### src/rtl/sp_ram_arb_2x32.sv
// sp_ram_arb_2x32 -- round-robin arbiter/sequencer sharing one single-port
// 32-bit RAM (sync_sp_ram_be_nx32) between two requesters.
//
// Ports:
//   Clk_CI, Rst_RI           clock, async active-high reset
//   Req_SI/Lock_SI/WrEn_SI   per-requester request, lock hint, write enable
//   BEn_SI/WrData_DI/Addr_DI per-requester byte enables, write data, address
//   Gnt_SO                   combinational one-hot (or zero) grant
//   RValid_SO/RdData_DO      per-requester response pulse and read data
//   Ram*_SO/_DO, RamRdData_DI RAM port
//
// A grant pushes {valid,id} into an L-deep shift register (L = 1+OUT_REGS),
// so the response pulse lines up with the RAM's read data.

// Per-requester slice: gates the payload with its grant (the top ORs the
// slices together) and decodes its own response pulse.
module sp_ram_arb_2x32_lane #(
  parameter int ADDR_WIDTH = 10,
  parameter int LANE       = 0
) (
  input  logic                  gnt_i,
  input  logic                  wr_en_i,
  input  logic [3:0]            ben_i,
  input  logic [31:0]           wdata_i,
  input  logic [ADDR_WIDTH-1:0] addr_i,
  input  logic                  rsp_vld_i,
  input  logic                  rsp_id_i,
  output logic                  wr_en_o,
  output logic [3:0]            ben_o,
  output logic [31:0]           wdata_o,
  output logic [ADDR_WIDTH-1:0] addr_o,
  output logic                  rvalid_o
);
  assign wr_en_o  = gnt_i & wr_en_i;
  assign ben_o    = {4{gnt_i}} & ben_i;
  assign wdata_o  = {32{gnt_i}} & wdata_i;
  assign addr_o   = {ADDR_WIDTH{gnt_i}} & addr_i;
  assign rvalid_o = rsp_vld_i & (rsp_id_i == 1'(LANE));
endmodule

module sp_ram_arb_2x32 #(
  parameter int ADDR_WIDTH = 10,
  parameter int OUT_REGS   = 0,
  parameter int MAX_LOCK   = 4
) (
  input  logic                       Clk_CI,
  input  logic                       Rst_RI,
  input  logic [1:0]                 Req_SI,
  input  logic [1:0]                 Lock_SI,
  input  logic [1:0]                 WrEn_SI,
  input  logic [1:0][3:0]            BEn_SI,
  input  logic [1:0][31:0]           WrData_DI,
  input  logic [1:0][ADDR_WIDTH-1:0] Addr_DI,
  output logic [1:0]                 Gnt_SO,
  output logic [1:0]                 RValid_SO,
  output logic [1:0][31:0]           RdData_DO,
  output logic                       RamCSel_SO,
  output logic                       RamWrEn_SO,
  output logic [3:0]                 RamBEn_SO,
  output logic [31:0]                RamWrData_DO,
  output logic [ADDR_WIDTH-1:0]      RamAddr_DO,
  input  logic [31:0]                RamRdData_DI
);
  localparam int L  = 1 + OUT_REGS;
  localparam int CW = $clog2(MAX_LOCK) + 1;

  logic          prio_q, prio_d;
  logic [CW-1:0] lock_cnt_q, lock_cnt_d;
  logic [L:1]    vld_pipe_q, vld_pipe_d;
  logic [L:1]    id_pipe_q, id_pipe_d;
  logic [1:0]    gnt;
  logic          xfer, gid;

  // Grant is held off during reset so nothing reaches the RAM.
  always_comb begin
    gnt = '0;
    if (!Rst_RI) begin
      case (Req_SI)
        2'b01:   gnt = 2'b01;
        2'b10:   gnt = 2'b10;
        2'b11:   gnt[prio_q] = 1'b1;
        default: gnt = '0;
      endcase
    end
  end

  assign xfer   = |gnt;
  assign gid    = gnt[1];
  assign Gnt_SO = gnt;

  // Locked requester keeps priority until MAX_LOCK transfers; any idle
  // cycle drops the lock count so a lock never outlives a gap.
  always_comb begin
    prio_d     = prio_q;
    lock_cnt_d = '0;
    if (xfer) begin
      if (Lock_SI[gid] && (lock_cnt_q < CW'(MAX_LOCK - 1))) begin
        prio_d     = gid;
        lock_cnt_d = lock_cnt_q + CW'(1);
      end else begin
        prio_d     = ~gid;
        lock_cnt_d = '0;
      end
    end
  end

  always_comb begin
    vld_pipe_d    = '0;
    id_pipe_d     = '0;
    vld_pipe_d[1] = xfer;
    id_pipe_d[1]  = gid;
    for (int k = 2; k <= L; k++) begin
      vld_pipe_d[k] = vld_pipe_q[k-1];
      id_pipe_d[k]  = id_pipe_q[k-1];
    end
  end

  always_ff @(posedge Clk_CI or posedge Rst_RI) begin
    if (Rst_RI) begin
      prio_q     <= 1'b0;
      lock_cnt_q <= '0;
      vld_pipe_q <= '0;
      id_pipe_q  <= '0;
    end else begin
      prio_q     <= prio_d;
      lock_cnt_q <= lock_cnt_d;
      vld_pipe_q <= vld_pipe_d;
      id_pipe_q  <= id_pipe_d;
    end
  end

  logic [1:0]                 lane_wr_en;
  logic [1:0][3:0]            lane_ben;
  logic [1:0][31:0]           lane_wdata;
  logic [1:0][ADDR_WIDTH-1:0] lane_addr;

  for (genvar i = 0; i < 2; i++) begin : g_lane
    sp_ram_arb_2x32_lane #(.ADDR_WIDTH(ADDR_WIDTH), .LANE(i)) u_lane (
      .gnt_i     (gnt[i]),
      .wr_en_i   (WrEn_SI[i]),
      .ben_i     (BEn_SI[i]),
      .wdata_i   (WrData_DI[i]),
      .addr_i    (Addr_DI[i]),
      .rsp_vld_i (vld_pipe_q[L]),
      .rsp_id_i  (id_pipe_q[L]),
      .wr_en_o   (lane_wr_en[i]),
      .ben_o     (lane_ben[i]),
      .wdata_o   (lane_wdata[i]),
      .addr_o    (lane_addr[i]),
      .rvalid_o  (RValid_SO[i])
    );
  end

  // Grant is one-hot, so OR-ing the gated slices is the payload mux.
  assign RamCSel_SO   = xfer;
  assign RamWrEn_SO   = |lane_wr_en;
  assign RamBEn_SO    = lane_ben[0] | lane_ben[1];
  assign RamWrData_DO = lane_wdata[0] | lane_wdata[1];
  assign RamAddr_DO   = lane_addr[0] | lane_addr[1];
  assign RdData_DO    = {2{RamRdData_DI}};
endmodule

### config.mk
export PLATFORM = sky130hd
export DESIGN_NAME = sp_ram_arb_2x32
export DESIGN_NICKNAME = d
export VERILOG_FILES = /design/src/rtl/sp_ram_arb_2x32.sv
export SDC_FILE = /design/constraint.sdc
export NUM_CORES = 1
export LEC_CHECK = 0
export BUFFER_PORTS_ARGS = -buffer_cell sky130_fd_sc_hd__buf_2
export CAP_MARGIN = 10
export CORE_AREA = 2 2 96 98
export CTS_BUF_LIST = sky130_fd_sc_hd__clkbuf_2
export CTS_CLUSTER_SIZE = 30
export DETAILED_ROUTE_END_ITERATION = 10
export DIE_AREA = 0 0 98 100
export GPL_TIMING_DRIVEN = 0
export SETUP_SLACK_MARGIN = 0.1
export SLEW_MARGIN = 15
export SYNTH_ARGS = -nofsm -noshare
export SYNTH_HDL_FRONTEND = slang
export SYNTH_SLANG_ARGS = --single-unit
### constraint.sdc
create_clock -name Clk_CI -period 1.3 [get_ports Clk_CI]
set_input_delay 0.13 -clock Clk_CI [delete_from_list [all_inputs] [get_ports Clk_CI]]
set_output_delay 0.13 -clock Clk_CI [all_outputs]
set_load 0.05 [all_outputs]
Word level (Yosys, flattened, before mapping)
Index checks and enable logic that the tools add are counted.
Word-level totals
  bits of input ports: 132
  logic and storage cells: 40
  bits in registers: 6
  output and inout bits: 116
Operators by class
  equal/unequal tests: 3
  bitwise logic cells: 15
  magnitude comparators: 4
  reduce and logical (&&, ||, !) cells: 4
  add/subtract/negate cells: 1
  mux-type cells: 9
Operators with widths (count)
  AND 32 bit: 2
  OR 32 bit: 1
  AND 10 bit: 2
  OR 10 bit: 1
  AND 4 bit: 2
  2-to-1 mux 3 bit: 2
  one-hot mux 2 bit (3 select lines): 1
  AND 1 bit: 4
  == test 2 bit, second input constant: 2
  less-than comparator 1 x 2 -> 1 bit, second input constant: 2
  2-to-1 mux 1 bit: 4
  OR 4 bit: 1
  OR reduction 2 bit: 2
  adder 3 x 1 -> 3 bit, second input constant: 1
  less-than comparator 3 x 2 -> 1 bit, second input constant: 1
  == test 2 x 1 -> 1 bit, second input constant: 1
  logical AND 1 bit: 2
  2-to-1 mux 2 bit: 1
  NOT 1 bit: 2
  demux 1 bit (select 1 bit): 1
  >= comparator 1 bit, second input constant: 1

Longest topological paths before layout
Gate-level depths: netlist (run 1).
  depth after elaboration: 11
  gate-level depth with buffers: 5
  mapped depth without buffers: 3

Hierarchy
Synthesis (run 1) repeated with hierarchy kept, for this count alone.
Second synthesis, totals
  cell total of the unflattened synthesis: 247
  area total of the unflattened synthesis: 1779.2 um2
By module, submodules not included
  sp_ram_arb_2x32: cells an instance 141, seq. area each 150.1 um2, instances 1, area an instance 1078.5 um2
  sp_ram_arb_2x32_lane: cells an instance 53, seq. area each 0.0 um2, instances 2, area an instance 350.3 um2

Least setup slack after synthesis (run 1)
OpenSTA, ideal clock, no wires.
  path type: register to output
  start point: reg prio_q
  end point: out RamWrData_DO[11]
  arrival time: 1.416 ns
  stages on the path, launching flop included: 6
  path buffers: 2
  setup slack: -0.246 ns
  required time: 1.170 ns
  cells stage by stage: dfrtp_1 > and2_1 > nor3_2 > buf_4 > buf_4 > a22o_1
Between the ends
  cells in the longest elaborated chain, start to end: 8
  elaborated cells on any way between the ends: 10
  those cells by class: order compare: 2; mux: 4; bitwise: 3; reduce/logical: 1
Ends and longest elaborated chain
  from (decl): line 67  | logic prio_q, prio_d;
  from (signal assigned): line 125  | prio_q <= prio_d;
  less-than comparator 1 x 2 -> 1 bit (not written as such) / >= comparator 1 bit (equally long branches): line 81  | 2'b11: gnt[prio_q] = 1'b1;
  logical AND 1 bit (not written as such): line 81
  2-to-1 mux 1 bit (not written as such): line 81
  demux 1 bit (select 1 bit) (*): line 81
  one-hot mux 2 bit (3 select lines) (*): line 78  | case (Req_SI)
  2-to-1 mux 2 bit (*): line 77  | if (!Rst_RI) begin
  AND 32 bit: line 36  | assign wdata_o = {32{gnt_i}} & wdata_i;
  OR 32 bit (*): line 158  | assign RamWrData_DO = lane_wdata[0] | lane_wdata[1];
  to (decl): line 60  | output logic [31:0] RamWrData_DO,
Mark *: on every way between the ends. The rest lies on a longest branch, timed or not.

Final worst setup path (run 1)
  start point: reg prio_q
  end point: out RamWrData_DO[16]
Same word-level chain as after synthesis.

==> impl_results.md, run 1 <==
- Worst hold-check path type: input pin to flop
- First-pass GRT wire length: 8.625 mm
- Full die area: 9800 µm²
- Largest net degree at the start of global routing: 11
- Layout Area Growth over Synthesis: 184.9%
- Pleak: 2.063 nW
- Vias in the first global route: 1930
- Endpoints failing setup: 49
- Combinational Power Share: 86.5%
- Required @ worst endpoint: 1.17 ns
- Seq cells post-synth: 6
- H-tree Lvls: 1
- Setup ws final: -0.4574 ns
- Initial Utilization: 14.52%
- YS warnings: 0
- DR pass1 iterations: 3
- CP arrival: 1.63 ns
- CP max stage delay: 0.41 ns
- Antenna Nets Post-Route: 0
- FF+latch area: 150.1 µm²
- Gr usage total: 10.56%
- Period minus WS final: 1.757 ns
- CTS tree: built
- RSZ-0062 raised after global routing: true
- Post-DP HPWL: 4.720 mm
- Max-slew violation count: 0
- Net Sw Frac: 51.89%
- Fin. Hold Viols: 0
- Critical Path End Type: output pin
- Pint: 1.187 mW
- Worst setup SP type: flop
- Reg2reg start: prio_q
- Mapped Area: 1291 µm²
- Post-DP Area: 2879 µm²
- Synth top area share: 41.86%
- Top area cells in the synthesized netlist: buf_4, a22o_1, dfrtp_1, buf_2, nor2b_1
- Fin crit share: 135.2%
- Synthesized instance count: 154
- Worst Tran Pin Value: 0.3783 ns
- Relative slew slack: 74.13%
- Initial antenna violation count: 0
- Seq pwr share: 8.4%
- Worst-path cell chain: nor2b_2 -> nor2_4 -> buf_12 -> buf_4 -> a22o_4 -> buf_8
- Crit Path Max Fanout: 10
- Crit. Startpoint: prio_q
- Total gr overflow: 0
- Sw power: 1.281 mW
- WL met1: 1.934 mm
- Commonest non-fill, non-tap cell in the layout: buf_2
- Overall routed net length: 6.171 mm
- Met2 Wirelength: 3.591 mm
- Die width: 98 µm
- Hold Crit Start: Lock_SI[1]
- Status: finished, violations left
- Failing checks: setup timing
- Share of cells above drive strength 1: 93.80%
- Buffer and inverter count on the worst path: 3
- Critical Path Slowest Stage Cell: dfrtp_1
- Max rail drop VDD: 283.4 µV
- Crit path kind: flop to output pin
- CP delay by family, top: buffers and inverters
- FP Rows: 35
- Ant diodes: 0
- Port bufs: 215
- Die H: 100 µm
- Clk_skew: 0.009309 ns
- Worst-Skew Late Latency: 0.22 ns
- Commonest cells after routing, fill and taps aside: buf_2, buf_4, a22o_4
- Fin nets: 522
- Synth unique cells: 21
- F_max: 0.5690 GHz
- Io pins: 248
- Final Hold Slack: 0.1697 ns
- Max Cap Violations: 0
- Routability cong.: 0.7751
- Cts bufs inserted: 3
- Register area share after synthesis: 11.63%
- Clk sinks: 6
- Design Area, Final: 3679 µm²
- CTS clk-pin slew, worst paths: 0.06 ns
- Initial DRC Count: 16
- Wirelength per Cell: 12.39 µm
- Via count: 2017
- Multi-input logic area: 958.4 µm²
- Clk buf depth: 2
- P per Cell Area: 670.9 nW/µm²
- Net Count, Synth: 287
- Area of the core: 8890 µm²
- Max Used Layer: met3
- # fillers: 828
- Root Driver: clkbuf_2
- DRC: 0
- Clock Power Share: 5.1%
- WL met3: 646 µm
- Average via count per standard cell: 4.050
- Syn_area_per_cell: 8.385 µm²
- Leading area contributor after synthesis: buf_4
-- through the flow --
stage               util [%]  setup TNS [ns]  setup slack, ns  std cells  power, mW
floorplan                  -        -0.08716         -0.01184        154      1.549
global placement       32.39          -15.33          -0.3714        480      1.933
detailed placement     32.39          -15.32          -0.3768        480      1.946
CTS                    40.01          -20.91          -0.4759        495      2.424
global route           41.38          -23.68          -0.5442        498      2.565
finish                 41.38          -19.65          -0.4574        498      2.468
-- kinds of logic (layout without fill, tap and decap cells) --
logic type | count (synthesis) | in the layout | share of synthesized area [%]
and+or+nand+nor | 11 | 11 | 5.233
AOI/OAI and AO/OA | 56 | 56 | 36.92
buffers and inverters | 80 | 313 | 45.25
DFF | 6 | 6 | 11.63
adders and majority gates | 1 | 1 | 0.9688
-- flip-flops by register name, summed over array words and instances, names as in the netlist --
register / flops
id_pipe_q: 1
prio_q: 1
vld_pipe_q: 1
lock_cnt_q: 3
-- timing repair --
item	in CTS	in global routing
cloned	2	3
gates resized for setup	157	12
setup buffers	9	1
hold endpoints to repair	6	0
hold buffers	1	0
endpoints found under the setup margin	52	52
pin swaps	1	1
-- worst paths after layout --
kind | endpoint | slack, ns | cells past startpoint
max | RamWrData_DO[16] | -0.46 | 6
min | prio_q | 0.17 | 2
max reg2reg | prio_q | 0.04 | 4
min reg2reg | lock_cnt_q[0] | 0.48 | 1
max in group asynchronous | vld_pipe_q | 0.64 | 3
min in group asynchronous | lock_cnt_q[1] | 0.43 | 3
-- per-layer routing --
layer  GRT usage (%)  vias to the layer above
li1                -                      969
met1           10.40                      915
met2           22.87                      133
met3           1.811                        0
met4           1.603                        0
met5               0                        -
-- cell type report --
| class | instances | share of cell area (%) |
|---|---|---|
| clock buffer | 3 | 0.4082 |
| multi-input combinational | 68 | 26.05 |
| timing repair buffer | 230 | 46.84 |
| sequential | 6 | 4.082 |
| inverter | 2 | 0.2041 |
| buffer | 78 | 18.64 |
| tap | 111 | 3.776 |
-- cell usage after synthesis, drive strengths merged --
library cell and number:
dfrtp 6, nor2 1, nor3 1, o21ai 1, a211oi 1, a21oi 3
o21ba 1, a2111oi 1, buf 78, nand3 2, ha 1, and2 2
nor2b 3, inv 2, a22o 47, nand2b 1, o2111ai 1, a311o 1
nand2 1
-- power groups by stage --
stage	Sequential, mW	Combinational (mW)	Clock [mW]
3_3_place_gp	0.210	1.72	0
6_report	0.208	2.13	0.125
5_1_grt	0.210	2.21	0.140
4_1_cts	0.208	2.09	0.130
2_1_floorplan	0.209	1.34	0
3_5_place_dp	0.211	1.73	0
Note: power is estimated with default switching activity, not from simulation.
==> inputs of run 2 (changes only) <==
MAX_ROUTING_LAYER = met4   (was default)
TNS_END_PERCENT = 10   (was default)
==> run 2 against run 1 <==
Critical path depth grew 1. The flow still finishes with violations (setup timing). Die area is the same. Critical endpoint is now RamWrData_DO[18]. Total power shrank 8.5%. Critical path type unchanged. First-iteration DRC count rose to 3.1 times the previous value. Clock skew is 0.0060 ns lower. Maximum frequency is 0.59% higher. Highest routed layer is now met4. Sequential power hardly changed.
==> impl_results.md, run 2 (synthesis results as in run 1) <==
- Status: finished, violations left (unchanged)
- Failing checks: setup timing (unchanged)
- Design Area, Final: 3219 µm² (was 3679 µm²)
- Max FFs per register: 3 (unchanged)
- Clk buf depth: 2 (unchanged)
- # fillers: 894 (was 828)
- Worst-Skew Late Latency: 0.22 ns (about the same)
- Root Driver: clkbuf_2 (unchanged)
- Reg-to-reg setup timing slack: 0.02 ns (was 0.04 ns)
- Endpoints failing setup: 49 (unchanged)
- Reg2reg path depth: 4 (unchanged)
- Full die area: 9800 µm² (unchanged)
- Cts bufs inserted: 3 (unchanged)
- Initial antenna violation count: 0 (unchanged)
- Io pins: 248 (unchanged)
- F_max: 0.5724 GHz (was 0.5690 GHz)
- Total power: 2.259 mW (was 2.468 mW)
- Fin nets: 512 (was 522)
- Via count: 1941 (was 2017)
- Overall routed net length: 6.125 mm (was 6.171 mm)
- Average via count per standard cell: 3.969 (was 4.050)
- Wirelength per Cell: 12.53 µm (was 12.39 µm)
- Most flops, register: lock_cnt_q (unchanged)
- Max-slew violation count: 0 (unchanged)
- Fin crit share: 134.4% (was 135.2%)
- Worst hold-check path type: input pin to flop (unchanged)
- Relative slew slack: 69.97% (was 74.13%)
- Total gr overflow: 0 (unchanged)
- Crit path kind: flop to output pin (unchanged)
- H-tree Lvls: 1 (unchanged)
- Die H: 100 µm (unchanged)
- Initial Utilization: 14.52% (unchanged)
- Clk sinks: 6 (unchanged)
- Setup ws final: -0.4471 ns (was -0.4574 ns)
- Clk_skew: 0.003286 ns (was 0.009309 ns)
- Required @ worst endpoint: 1.17 ns (about the same)
- Die width: 98 µm (unchanged)
- Antenna Nets Post-Route: 0 (unchanged)
- Fin. Hold Viols: 0 (unchanged)
- Max rail drop VDD: 289.0 µV (was 283.4 µV)
- Routability cong.: 0.7142 (was 0.7751)
- Layout Area Growth over Synthesis: 149.3% (was 184.9%)
- DR pass1 iterations: 4 (was 3)
- Final Hold Slack: 0.1750 ns (was 0.1697 ns)
- Placed instance count: 480 (unchanged)
- RSZ-0062 raised after global routing: true (unchanged)
- Reg2reg start: prio_q (unchanged)
- Non-filler cells, final: 489 (was 498)
- Worst Tran Pin Value: 0.4391 ns (was 0.3783 ns)
- Reg-to-reg endpoint: prio_q (unchanged)
- Vias in the first global route: 1778 (was 1930)
- Crit. Startpoint: prio_q (unchanged)
- Period minus WS final: 1.747 ns (was 1.757 ns)
- Commonest cells after routing, fill and taps aside: buf_2, buf_4, buf_6 (was buf_2, buf_4, a22o_4)
- Area of the core: 8890 µm² (unchanged)
- Post-DP Area: 2750 µm² (was 2879 µm²)
- CTS tree: built (unchanged)
- DRC: 0 (unchanged)
- Largest net degree at the start of global routing: 12 (was 11)
- Port bufs: 215 (unchanged)
- Initial DRC Count: 50 (was 16)
- FP Rows: 35 (unchanged)
- Post-DP HPWL: 5.191 mm (was 4.720 mm)
- Max Cap Violations: 0 (unchanged)
- Setup crit end: RamWrData_DO[18] (was RamWrData_DO[16])
- Pleak: 1.849 nW (was 2.063 nW)
- CP arrival: 1.62 ns (was 1.63 ns)
- Share of cells above drive strength 1: 93.63% (was 93.80%)
- P per Cell Area: 701.8 nW/µm² (was 670.9 nW/µm²)
- CTS clk-pin slew, worst paths: 0.05 ns (was 0.06 ns)
- Commonest non-fill, non-tap cell in the layout: buf_2 (unchanged)
- Setup TNS: -19.51 ns (was -19.65 ns)
- Gr usage total: 10.60% (was 10.56%)
- Worst setup SP type: flop (unchanged)
- Crit Path Max Fanout: 10 (unchanged)
- Critical Path End Type: output pin (unchanged)
- First-pass GRT wire length: 8.266 mm (was 8.625 mm)
==> run 2: cell types whose count changed in the layout (fill, tap and decap cells not counted) <==
cell,delta
buf_2,+2
buf_6,+3
buf_16,-1
a22o_4,-19
buf_4,+10
diode_2,+1
a22o_2,+19
clkbuf_16,-3
buf_8,-17
buf_12,-4
==> run 2: worst max-delay path, cell delays in order, from the launching register on <==
cell and delay [ns]:
dfrtp_1 0.40, and2_4 0.18, nor3_4 0.04, buf_6 0.13, buf_8 0.13, buf_12 0.14, a22o_4 0.23, buf_8 0.15
==> run 2: power by group <==
part           switching [mW]  internal (mW)
Combinational            1.15          0.770
Sequential             0.0102          0.199
Clock                  0.0664         0.0624
==> run 2: timing repair <==
item	in CTS	in global routing
gates resized for setup	63	83
endpoints found under the hold margin	6	0
pin swaps	2	2
gates cloned	0	1
endpoints found under the setup margin	50	53
setup buffers	0	3
hold buffers	1	0
==> run 2: metal layers <==
metal,global-route usage [%],vias to the layer above,routed length (µm)
met3,3.412,7,810
met1,11.33,836,2022
met5,-,-,0
met2,19.55,152,3249
li1,-,946,-
met4,1.603,0,42
==> run 2: cell type report <==
cell class / count / area (µm²) / area share [%]
Antenna cell: 1 / 2.502 / 0.07773
Buffer: 78 / 638.1 / 19.82
Clock buffer: 3 / 15.01 / 0.4664
Inverter: 2 / 7.507 / 0.2332
Multi-Input combinational cell: 68 / 815.8 / 25.34
Sequential cell: 6 / 150.1 / 4.664
Tap cell: 111 / 138.9 / 4.314
Timing Repair Buffer: 220 / 1451 / 45.08
==> run 2: worst min path at each step <==
| stage | from | end | slack (ns) | depth (start not counted) |
|---|---|---|---|---|
| 3_3_place_gp | Rst_RI | prio_q | 0.11 | 2 |
| 6_report | Lock_SI[1] | prio_q | 0.17 | 2 |
| 5_1_grt | Lock_SI[1] | prio_q | 0.16 | 2 |
| 4_1_cts | Lock_SI[1] | prio_q | 0.17 | 2 |
| 2_1_floorplan | Rst_RI | id_pipe_q | -0.07 | 1 |
| 3_5_place_dp | Rst_RI | id_pipe_q | 0.12 | 2 |
==> run 2: per-stage QoR <==
step / setup WS, ns / utilization [%]
2_1_floorplan: -0.01542 / -
3_3_place_gp: -0.3206 / 30.94
3_5_place_dp: -0.3278 / 30.94
4_1_cts: -0.5259 / 33.50
5_1_grt: -0.5237 / 36.19
6_report: -0.4471 / 36.21
==> inputs of run 3 (changes only) <==
MAX_ROUTING_LAYER = default   (was met4)
==> run 3 against run 2 <==
The flow still finishes with violations (setup timing). Non-clock buffer count did not move. Design area did not move. Via count did not move. Combinational power barely moved. Critical path depth did not move.
==> impl_results.md, run 3 (synthesis results as in run 1) <==
- Commonest non-fill, non-tap cell in the layout: buf_2 (unchanged)
- Die width: 98 µm (unchanged)
- Placed instance count: 480 (unchanged)
- Seq pwr share: 9.2% (about the same)
- Clk sinks: 6 (unchanged)
- Fin. Hold Viols: 0 (unchanged)
- Average via count per standard cell: 3.969 (unchanged)
- First-pass GRT wire length: 8.286 mm (was 8.266 mm)
- Pint: 1.031 mW (unchanged)
- FF+latch area: 150.1 µm² (unchanged)
- Routability cong.: 0.7062 (was 0.7142)
- Worst-Skew Late Latency: 0.22 ns (about the same)
- Max rail drop VDD: 289.0 µV (about the same)
- F_max: 0.5722 GHz (was 0.5724 GHz)
- Period minus WS final: 1.748 ns (was 1.747 ns)
- Gr usage total: 10.29% (was 10.60%)
- Clock Power Share: 5.7% (about the same)
- Worst Tran Pin Value: 0.4391 ns (unchanged)
- Status: finished, violations left (unchanged)
- Vias in the first global route: 1775 (was 1778)
- H-tree Lvls: 1 (unchanged)
- DRC: 0 (unchanged)
- Io pins: 248 (unchanged)
- Clk buf depth: 2 (unchanged)
- Largest net degree at the start of global routing: 12 (unchanged)
- Overall routed net length: 6.121 mm (was 6.125 mm)
- Initial DRC Count: 44 (was 50)
- Layout Area Growth over Synthesis: 149.3% (unchanged)
- Commonest cells after routing, fill and taps aside: buf_2, buf_4, buf_6 (unchanged)
- Initial antenna violation count: 0 (unchanged)
- Critical Path End Type: output pin (unchanged)
- Most flops, register: lock_cnt_q (unchanged)
- Setup ws final: -0.4476 ns (was -0.4471 ns)
- Total gr overflow: 0 (unchanged)
- Endpoints failing setup: 49 (unchanged)
- Reg2reg start: prio_q (unchanged)
- Max FFs per register: 3 (unchanged)
- Antenna Nets Post-Route: 0 (unchanged)
- Crit. Startpoint: prio_q (unchanged)
- Sw power: 1.228 mW (about the same)
- Fin crit share: 134.4% (about the same)
- Port bufs: 215 (unchanged)
- Crit Path Max Fanout: 10 (unchanged)
- Multi-input logic area: 815.8 µm² (unchanged)
- RSZ-0062 raised after global routing: true (unchanged)
- Reg-to-reg endpoint: prio_q (unchanged)
- Non-filler cells, final: 489 (unchanged)
- Total power: 2.259 mW (about the same)
- # fillers: 894 (unchanged)
- DR pass1 iterations: 4 (unchanged)
- CP arrival: 1.62 ns (about the same)
- Clk_skew: 0.003289 ns (was 0.003286 ns)
- Max-slew violation count: 0 (unchanged)
- CTS clk-pin slew, worst paths: 0.05 ns (about the same)
- Worst hold-check path type: input pin to flop (unchanged)
- P per Cell Area: 701.8 nW/µm² (about the same)
- Wirelength per Cell: 12.52 µm (was 12.53 µm)
- Post-DP HPWL: 5.191 mm (unchanged)
- Crit path kind: flop to output pin (unchanged)
- Share of cells above drive strength 1: 93.63% (unchanged)
- Relative slew slack: 69.97% (unchanged)
- Die H: 100 µm (unchanged)
- Net Sw Frac: 54.37% (about the same)
- Required @ worst endpoint: 1.17 ns (about the same)
- Failing checks: setup timing (unchanged)
- Root Driver: clkbuf_2 (unchanged)
- Via count: 1941 (unchanged)
- Cts bufs inserted: 3 (unchanged)
- Pleak: 1.849 nW (unchanged)
- Area of the core: 8890 µm² (unchanged)
- Reg-to-reg setup timing slack: 0.02 ns (about the same)
- Setup crit end: RamWrData_DO[18] (unchanged)
- CTS tree: built (unchanged)
- Reg2reg path depth: 4 (unchanged)
- Worst setup SP type: flop (unchanged)
- Initial Utilization: 14.52% (unchanged)
- FP Rows: 35 (unchanged)
- Fin nets: 512 (unchanged)
- Combinational Power Share: 85.1% (about the same)
- Full die area: 9800 µm² (unchanged)
- Max Cap Violations: 0 (unchanged)
-- run 3: cell counts in the layout (fill, tap and decap cells not counted) --
No cell type changed its count.
-- run 3: through the flow --
step           cell area (µm²)  hold slack (ns)  worst slack, ns  util (%)  TNS, ns
5_1_grt                   3217           0.1624          -0.5237     36.19   -23.11
3_3_place_gp              2750           0.1093          -0.3206     30.94   -12.48
4_1_cts                   2978           0.1675          -0.5259     33.50   -22.86
3_5_place_dp              2750           0.1207          -0.3278     30.94   -13.19
6_report                  3219           0.1747          -0.4476     36.21   -19.53
2_1_floorplan             1535         -0.07079         -0.01542         -  -0.1927
-- run 3: worst min path at each step --
stage | to | slack [ns] | depth (start not counted) | start
after global routing | prio_q | 0.16 | 2 | Lock_SI[1]
after CTS | prio_q | 0.17 | 2 | Lock_SI[1]
final | prio_q | 0.17 | 2 | Lock_SI[1]
after floorplan | id_pipe_q | -0.07 | 1 | Rst_RI
after detailed placement | id_pipe_q | 0.12 | 2 | Rst_RI
after global placement | prio_q | 0.11 | 2 | Rst_RI
-- run 3: what timing repair did --
| item | 4_1_cts | 5_1_grt |
|---|---|---|
| setup buffers | 0 | 3 |
| hold endpoints to repair | 6 | 0 |
| setup endpoints to repair | 50 | 53 |
| hold buffers | 1 | 0 |
| cloned | 0 | 1 |
| pin swaps | 2 | 2 |
| gates resized for setup | 63 | 83 |
-- run 3: worst max-delay path: stages, from the launching register on --
cell and delay (ns):
dfrtp_1 0.40, and2_4 0.18, nor3_4 0.04, buf_6 0.13, buf_8 0.13, buf_12 0.14, a22o_4 0.23, buf_8 0.15
-- run 3: cell type report --
type	instances	area share, %
multi-input cells	68	25.34
diodes	1	0.07773
well taps	111	4.314
repair buffers	220	45.08
plain buffers	78	19.82
flip-flops and latches	6	4.664
clock buffers	3	0.4664
inverters	2	0.2332
-- run 3: layer usage --
metal | wire [µm] | global-route usage (%) | vias up | share of wire, %
met5 | 0 | 0 | - | 0
met4 | 42 | 1.603 | 0 | 0.69
met3 | 845 | 3.691 | 7 | 14
met2 | 3250 | 19.55 | 152 | 53
met1 | 1982 | 11.16 | 836 | 32
li1 | - | - | 946 | -
-- run 3: power groups by stage --
| stage | combinational [mW] | sequential [mW] | clock, mW |
|---|---|---|---|
| finish | 1.92 | 0.209 | 0.129 |
| global route | 2.01 | 0.210 | 0.142 |
| CTS | 1.81 | 0.208 | 0.132 |
| detailed placement | 1.69 | 0.211 | 0 |
| global placement | 1.68 | 0.209 | 0 |
| floorplan | 1.30 | 0.208 | 0 |
